### src/rtl/sync_fifo_param.sv
// -----------------------------------------------------------------------------
// sync_fifo_param
// Parametrised single-clock FIFO with registered read data, one-cycle
// handshake/error pulses and programmable almost-full/almost-empty levels.
//
// State table (state_q holds the operation decided at the last edge):
//   state       | meaning
//   ST_INIT     | just reset, no operation performed yet
//   ST_NO_OP    | no request last cycle
//   ST_WRITE    | write accepted (read also rejected if coll_q)
//   ST_WR_ERROR | write-only request rejected, FIFO was full
//   ST_READ     | read accepted (write also rejected if coll_q)
//   ST_RD_ERROR | read-only request rejected, FIFO was empty
//   ST_RW       | simultaneous write and read both accepted
//
// Ports:
//   clk_i            clock, all state changes on rising edge
//   reset_i          synchronous active-high reset
//   wr_en_i, din_i   write request and data
//   rd_en_i          read request
//   dout_o           registered read data, held until next accepted read
//   full_o, empty_o, almost_full_o, almost_empty_o   status from count
//   wr_ack_o, wr_err_o, rd_ack_o, rd_err_o           one-cycle pulses
//   data_count_o     number of stored words, 0..DEPTH
// -----------------------------------------------------------------------------
module sync_fifo_param #(
    parameter int DATA_WIDTH = 32,
    parameter int DEPTH      = 8,
    parameter int ADDR_WIDTH = 3,
    parameter int AF_LEVEL   = 6,
    parameter int AE_LEVEL   = 2
) (
    input  logic                  clk_i,
    input  logic                  reset_i,
    input  logic                  wr_en_i,
    input  logic [DATA_WIDTH-1:0] din_i,
    input  logic                  rd_en_i,
    output logic [DATA_WIDTH-1:0] dout_o,
    output logic                  full_o,
    output logic                  empty_o,
    output logic                  almost_full_o,
    output logic                  almost_empty_o,
    output logic                  wr_ack_o,
    output logic                  wr_err_o,
    output logic                  rd_ack_o,
    output logic                  rd_err_o,
    output logic [ADDR_WIDTH:0]   data_count_o
);

    typedef enum logic [2:0] {
        ST_INIT,
        ST_NO_OP,
        ST_WRITE,
        ST_WR_ERROR,
        ST_READ,
        ST_RD_ERROR,
        ST_RW
    } state_t;

    localparam logic [ADDR_WIDTH-1:0] PTR_ONE   = 1;
    localparam logic [ADDR_WIDTH:0]   CNT_ONE   = 1;
    localparam logic [ADDR_WIDTH:0]   DEPTH_CNT = DEPTH[ADDR_WIDTH:0];
    localparam logic [ADDR_WIDTH:0]   AF_CNT    = AF_LEVEL[ADDR_WIDTH:0];
    localparam logic [ADDR_WIDTH:0]   AE_CNT    = AE_LEVEL[ADDR_WIDTH:0];

    logic [DATA_WIDTH-1:0] mem_q [DEPTH];
    logic [ADDR_WIDTH-1:0] head_q;
    logic [ADDR_WIDTH-1:0] tail_q;
    logic [ADDR_WIDTH:0]   count_q;
    logic [DATA_WIDTH-1:0] dout_q;
    state_t                state_q;
    state_t                state_d;
    // Set when both requests arrived at a boundary and one side was refused.
    logic                  coll_q;
    logic                  coll_d;
    logic                  do_wr;
    logic                  do_rd;
    logic                  is_full;
    logic                  is_empty;

    assign is_full  = (count_q == DEPTH_CNT);
    assign is_empty = (count_q == '0);

    always_comb begin
        state_d = ST_NO_OP;
        coll_d  = 1'b0;
        do_wr   = 1'b0;
        do_rd   = 1'b0;
        case ({wr_en_i, rd_en_i})
            2'b10: begin
                if (is_full) begin
                    state_d = ST_WR_ERROR;
                end else begin
                    state_d = ST_WRITE;
                    do_wr   = 1'b1;
                end
            end
            2'b01: begin
                if (is_empty) begin
                    state_d = ST_RD_ERROR;
                end else begin
                    state_d = ST_READ;
                    do_rd   = 1'b1;
                end
            end
            2'b11: begin
                // No bypass at empty: the write lands, the read is refused.
                if (is_empty) begin
                    state_d = ST_WRITE;
                    do_wr   = 1'b1;
                    coll_d  = 1'b1;
                end else if (is_full) begin
                    state_d = ST_READ;
                    do_rd   = 1'b1;
                    coll_d  = 1'b1;
                end else begin
                    state_d = ST_RW;
                    do_wr   = 1'b1;
                    do_rd   = 1'b1;
                end
            end
            default: state_d = ST_NO_OP;
        endcase
    end

    // Storage has no reset; contents survive a reset.
    always_ff @(posedge clk_i) begin
        if (!reset_i && do_wr) begin
            mem_q[tail_q] <= din_i;
        end
    end

    always_ff @(posedge clk_i) begin
        if (reset_i) begin
            head_q  <= '0;
            tail_q  <= '0;
            count_q <= '0;
            dout_q  <= '0;
            state_q <= ST_INIT;
            coll_q  <= 1'b0;
        end else begin
            state_q <= state_d;
            coll_q  <= coll_d;
            if (do_wr) begin
                tail_q <= tail_q + PTR_ONE;
            end
            if (do_rd) begin
                dout_q <= mem_q[head_q];
                head_q <= head_q + PTR_ONE;
            end
            case ({do_wr, do_rd})
                2'b10:   count_q <= count_q + CNT_ONE;
                2'b01:   count_q <= count_q - CNT_ONE;
                default: count_q <= count_q;
            endcase
        end
    end

    // Pulses decode from registered state only, so they carry no input path.
    assign wr_ack_o = (state_q == ST_WRITE) || (state_q == ST_RW);
    assign rd_ack_o = (state_q == ST_READ)  || (state_q == ST_RW);
    assign wr_err_o = (state_q == ST_WR_ERROR) || ((state_q == ST_READ) && coll_q);
    assign rd_err_o = (state_q == ST_RD_ERROR) || ((state_q == ST_WRITE) && coll_q);

    assign dout_o         = dout_q;
    assign data_count_o   = count_q;
    assign full_o         = is_full;
    assign empty_o        = is_empty;
    assign almost_full_o  = (count_q >= AF_CNT);
    assign almost_empty_o = (count_q <= AE_CNT);

endmodule

### config.mk
export PLATFORM = sky130hd
export DESIGN_NAME = sync_fifo_param
export DESIGN_NICKNAME = d
export VERILOG_FILES = /design/src/rtl/sync_fifo_param.sv
export SDC_FILE = /design/constraint.sdc
export NUM_CORES = 1
export LEC_CHECK = 0
export BUFFER_PORTS_ARGS = -buffer_cell sky130_fd_sc_hd__buf_4
export CAP_MARGIN = 20
export CORE_UTILIZATION = 55
export DETAILED_ROUTE_END_ITERATION = 8
export PLACE_DENSITY = 0.74
export SYNTH_ARGS = -nofsm -noshare
export SYNTH_HDL_FRONTEND = slang
export SYNTH_SLANG_ARGS = --single-unit
export TNS_END_PERCENT = 100
### constraint.sdc
create_clock -name clk_i -period 4.35 [get_ports clk_i]
set_input_delay 0.435 -clock clk_i [delete_from_list [all_inputs] [get_ports clk_i]]
set_output_delay 0.435 -clock clk_i [all_outputs]
set_load 0.02 [all_outputs]
======== After elaboration in Yosys (flattened, before gate mapping) ========
Memory sizes are Yosys's and may differ from the RTL's. A register that Yosys moved wholly into a read port is not among the register bits.
Cells that the tools add are included.
Widths: inputs -> output; s select.
storage, ports and cells
  register bits ........................... 14
  RAM bits ................................ 256
  input bits .............................. 36
  output and inout port bits .............. 44
  logic and storage cells ................. 51
  memories ................................ 1
cells by class
  add/subtract/negate cells ............... 4
  $lt $le $gt $ge ......................... 2
  equal/unequal tests ..................... 11
  mux-type cells .......................... 15
  bitwise logic cells ..................... 1
  reductions and logical operators ........ 12
memories
  memory  depth  bits a word  read ports  clocked after memory_dff  write ports  RTL line  source
  mem_q   8      32           1           1                         1            66        logic [DATA_WIDTH-1:0] mem_q [DEPTH];
operators by type and width
  kind                 count
  $mux 1               10
  $eq 3x3->1 const B   3
  $pmux 3 s3           1
  $pmux 4 s2           1
  $add 3x1->3 const B  2
  $eq 2x2->1 const B   3
  $eq 3x2->1 const B   2
  $add 4x1->4 const B  1
  $eq 2x1->1 const B   2
  $eq 4x4->1 const B   1
  $ge 4x3->1 const B   1
  $le 4x2->1 const B   1
  $logic_not 4->1      1
  $logic_or 1x1->1     4
  $reduce_or 2->1      2
  $sub 4x1->4 const B  1
  $logic_and 1x1->1    3
  $mux 3               1
  $mux 2               1
  $pmux 1 s2           1
  $reduce_bool 2->1    1
  $logic_not 1->1      1
  $not 1->1            1

======== Depth between registers and ports, before layout ========
  depth after elaboration ................. 7
  gate-level depth with buffers ........... 11
  gate-level depth less buffers ........... 9

======== Least setup slack after synthesis ========
No wires, ideal clock.
  path kind ............................... reg2reg
  from .................................... register count_q[0] (netlist: data_count_o[0])
  to ...................................... memory mem_q[0][0] (enable)
  setup time .............................. 0.461 ns
  data arrival time ....................... 3.621 ns
  data required time ...................... 3.889 ns
  setup slack ............................. 0.268 ns
  stages on the path, launching flop included .. 7
  path buffers ............................ 2
  clock period less this slack ............ 4.082 ns
  cell sequence ........................... dfxtp_1 > buf_6 > or4b_1 > buf_2 > inv_1 > or3_1 > nor3_1
between the ends
  word-level cells in the longest chain between the ends .. 7
  elaborated cells on any way between the ends .. 8
  classes of those cells .................. 1 x eq/ne; 5 x mux; 2 x reduce/logical
ends and longest elaborated chain
  item                            RTL line  source
  from (decl)                     69        logic [ADDR_WIDTH:0] count_q;
  from (signal assigned)          152       2'b10: count_q <= count_q + CNT_ONE;
  from (signal assigned)          153       2'b01: count_q <= count_q - CNT_ONE;
  from (signal assigned)          154       default: count_q <= count_q;
  $eq 4x4->1 *                    81        assign is_full = (count_q == DEPTH_CNT);
  net full_o                      39        output logic full_o,
  $mux 1 *                        91, 112
  $mux 1                          108       if (is_empty) begin
  $pmux 1 s2 *                    89        case ({wr_en_i, rd_en_i})
  $logic_and 1x1->1 *             128       if (!reset_i && do_wr) begin
  $mux 1 *                        128
  $mux 1 (implied by the code) *  129       mem_q[tail_q] <= din_i;
  to (decl)                       66
Mark *: on every way through the listed nets, which the timed path passes. The rest lies on a longest branch.

======== Final worst setup path ========
  from .................................... register count_q[1] (netlist: data_count_o[1])
  to ...................................... memory mem_q[4][3] (enable)
between the ends
  word-level cells in the longest chain between the ends .. 7
  elaborated cells on any way between the ends .. 8
  classes of those cells .................. 1 x eq/ne; 5 x mux; 2 x reduce/logical
ends and longest elaborated chain
  item                            RTL line
  $eq 4x4->1                      81
  $mux 1                          91, 112
  $mux 1                          108
  $pmux 1 s2 *                    89
  $logic_and 1x1->1 *             128
  $mux 1 *                        128
  $mux 1 (implied by the code) *  129
Every way passes the cells marked *; elsewhere a longest branch is shown, timed or not.

==> flow_summary.toml <==
[pwr]
switching_share_pct = 27.96
leakage_nw = 4.394
p_clk_share_pct = 31.6
p_sw_mw = 2.198
ir_drop_mv = 0.3639
p_comb_share_pct = 22.4
seqPwrFrac_pct = 46.0
powerDensity_mw_per_mm2 = 590.4
internal_power_mw = 5.662

[clocking]
insertion_delay_ns = 0.54
cts_root_buf = "clkbuf_16"
cts_tree = "yes"
cts_setup_buffers = 0
clock-sinks = 302
cts.clk_slew.worst_paths_ns = 0.06
htreeDepth = 1
post_cts_resized = 0
numCtsBuffers = 30
cts_hold_buf = 0
clock_path_buffers = 3

[routing]
ant_nets = 0
drt_first_pass_iters = 4
drc_errors = 0
routed_wl_mm = 20.98
drt_iter0_drc = 475
avgRoutedWirePerCell_um = 22.00
vias_per_cell = 5.770
dr_total_vias = 5505

[worst_setup_path]
path_class = "reg -> reg"
critPathRequiredTime_ns = 4.50
worstPathArrival_ns = 2.96
start_kind = "flop"
reg2reg_slack_ns = 1.55
end_kind = "flop"
worstPathCellList = "or4b_1, inv_1, or3_1, nor2_4"
critPathMaxStageDelay_ns = 0.89
slowest_stage = "nor2_4"
path_max_fanout = 32

[place]
io_buffers = 79
gp_congestion = 0.7202
dp_hpwl_mm = 11.47
placed_area_mm2 = 0.01227
placedCellCount = 895

[sta]
setup_viol = 0
tns_ns = 0
relSlewSlack_pct = 25.39
fin_crit_sh_pct = 64.48
period_minus_slack_ns = 2.805
final_hold_viol_count = 0
fin_skew_ns = 0.007558
achievable-frequency_ghz = 0.3565
worstMarginPinSlew_ns = 1.117
rsz0062_at_grt = "false"
drv_slew = 0

[floorplanning]
die_h_um = 146.1
num_rows = 52
coreArea_mm2 = 0.02030
initial_core_util_pct = 56.23
dieWidth_um = 146.1
dieArea_mm2 = 0.02133
io_pins = 80

[layout]
fin_area_mm2 = 0.01331
nets = 701
multiInputGateArea_mm2 = 0.002651
antenna_cells = 0
seq_area_mm2 = 0.008616
fillers = 1383
finalNonFillerCells = 954
layout-drive-gt1-share_pct = 35.09
syn2layout_area_growth_pct = 16.63

[yosys]
syn_inst = 573
synth_area_per_cell_um2 = 19.92
ys_types = 37
synth.cell_area_mm2 = 0.01141
synth_edf_count = 256
async_flop_share_pct = 0
synth-seq-cells = 302
syn_nets = 614
ys_warn_count = 0
synth_ff_type = "edfxtp_1"
synth_seq_area_share_pct = 75.41

[global_routing]
gr-total-overflow = 0
grt_antenna_before_repair = 0
track_usage_pct = 20.55
grt_pass1_vias = 5786
grt_first_pass_wirelength_mm = 33.35
grt_max_degree = 67

[run_status]
run_status = "finished, final reports clean"

[run]
maxCapViolations = 0

[worst_hold_path]
min_path_type = "in -> reg"
-- flip-flops by register name (all words and copies together), names as in the netlist --
signal / count
tail_q: 3
dout_o: 32
state_q: 3
mem_q: 256
coll_q: 1
data_count_o: 4
head_q: 3
-- power by group through the flow --
| stage | combinational [mW] | clock, mW | sequential, mW |
|---|---|---|---|
| 5_1_grt | 1.90 | 2.64 | 3.65 |
| 6_report | 1.76 | 2.49 | 3.61 |
| 3_3_place_gp | 1.64 | 0 | 3.73 |
| 4_1_cts | 1.79 | 2.53 | 3.62 |
| 2_1_floorplan | 1.22 | 0 | 3.68 |
| 3_5_place_dp | 1.77 | 0 | 3.68 |
-- routing by layer --
metal | up-vias | track usage (%) | share of wire (%)
met5 | - | 0 | 0
met4 | 0 | 5.625 | 1.5
met3 | 20 | 3.000 | 5.0
met2 | 156 | 34.09 | 50
met1 | 2835 | 28.91 | 43
li1 | 2494 | - | -
-- cell usage after synthesis, types with 5 or more instances --
cell type,instances,area share (%)
o22ai_1,32,1.8
nand2_1,5,0.16
buf_4,14,0.92
dfxtp_1,46,8.1
ha_1,5,0.55
xor2_1,6,0.46
buf_2,9,0.39
nor3_2,30,2.6
mux4_2,64,13
nor2_1,47,1.5
edfxtp_1,256,67
a21oi_1,6,0.26
clkbuf_1,8,0.26
-- area by class of cell --
class / instances / area share (%)
clock inverter: 8 / 0.5545
inverter: 1 / 0.02820
timing repair buffer: 89 / 5.564
clock buffer: 48 / 6.682
tap: 270 / 2.538
sequential: 302 / 64.72
multi-input combinational: 236 / 19.92
-- path summary, 6_finish.rpt --
check,startpoint,to,cells past startpoint
max,data_count_o[1],mem_q[4][3],4
min,din_i[19],mem_q[6][19],1
max reg2reg,data_count_o[1],mem_q[4][3],4
min reg2reg,dout_o[25],dout_o[25],2
-- layout by cell type, fill, tap and decap left out, types with 2 or more instances in the layout --
| cell | instances |
|---|---|
| a21oi_1 | 6 |
| buf_16 | 3 |
| buf_4 | 85 |
| clkbuf_1 | 12 |
| clkbuf_16 | 31 |
| clkbuf_8 | 5 |
| clkinv_1 | 2 |
| clkinv_2 | 4 |
| dfxtp_1 | 44 |
| dfxtp_4 | 2 |
| edfxtp_1 | 256 |
| ha_1 | 5 |
| mux2i_1 | 2 |
| mux4_2 | 64 |
| nand2_1 | 5 |
| nand2b_1 | 4 |
| nand3_1 | 2 |
| nand3b_1 | 4 |
| nand4b_1 | 2 |
| nand4bb_1 | 2 |
| nor2_1 | 41 |
| nor2_4 | 6 |
| nor2b_1 | 3 |
| nor3_1 | 2 |
| nor3_2 | 32 |
| nor4_1 | 2 |
| o21ai_0 | 3 |
| o22a_1 | 2 |
| o22ai_1 | 32 |
| or3_1 | 2 |
| xor2_1 | 6 |
-- cells by family after synthesis --
| logic type | synth area share (%) |
|---|---|
| mux | 12.90 |
| compound gates | 2.620 |
| buf+inv | 1.841 |
| fa+ha+maj | 0.5481 |
| simple gates | 6.138 |
| flops | 75.41 |
| xor+xnor | 0.5371 |
-- worst max-delay path, delay by kind of cell, from the launching register on --
family	cells	cell delay, ns
AND/OR/NAND/NOR	3	1.71
buffers and inverters	1	0.11
flip-flops	1	0.57
-- stage by stage --
stage	utilization (%)	total power [mW]	hold slack, ns	worst slack (ns)
6_report	65.58	7.860	0.1249	1.545
5_1_grt	65.58	8.194	0.1090	1.370
4_1_cts	65.21	7.934	0.1005	1.475
3_5_place_dp	60.47	5.451	0.4848	1.480
3_3_place_gp	60.33	5.373	0.4856	1.545
2_1_floorplan	-	4.902	0.4976	0.2681
(Power assumes the default switching activity.)
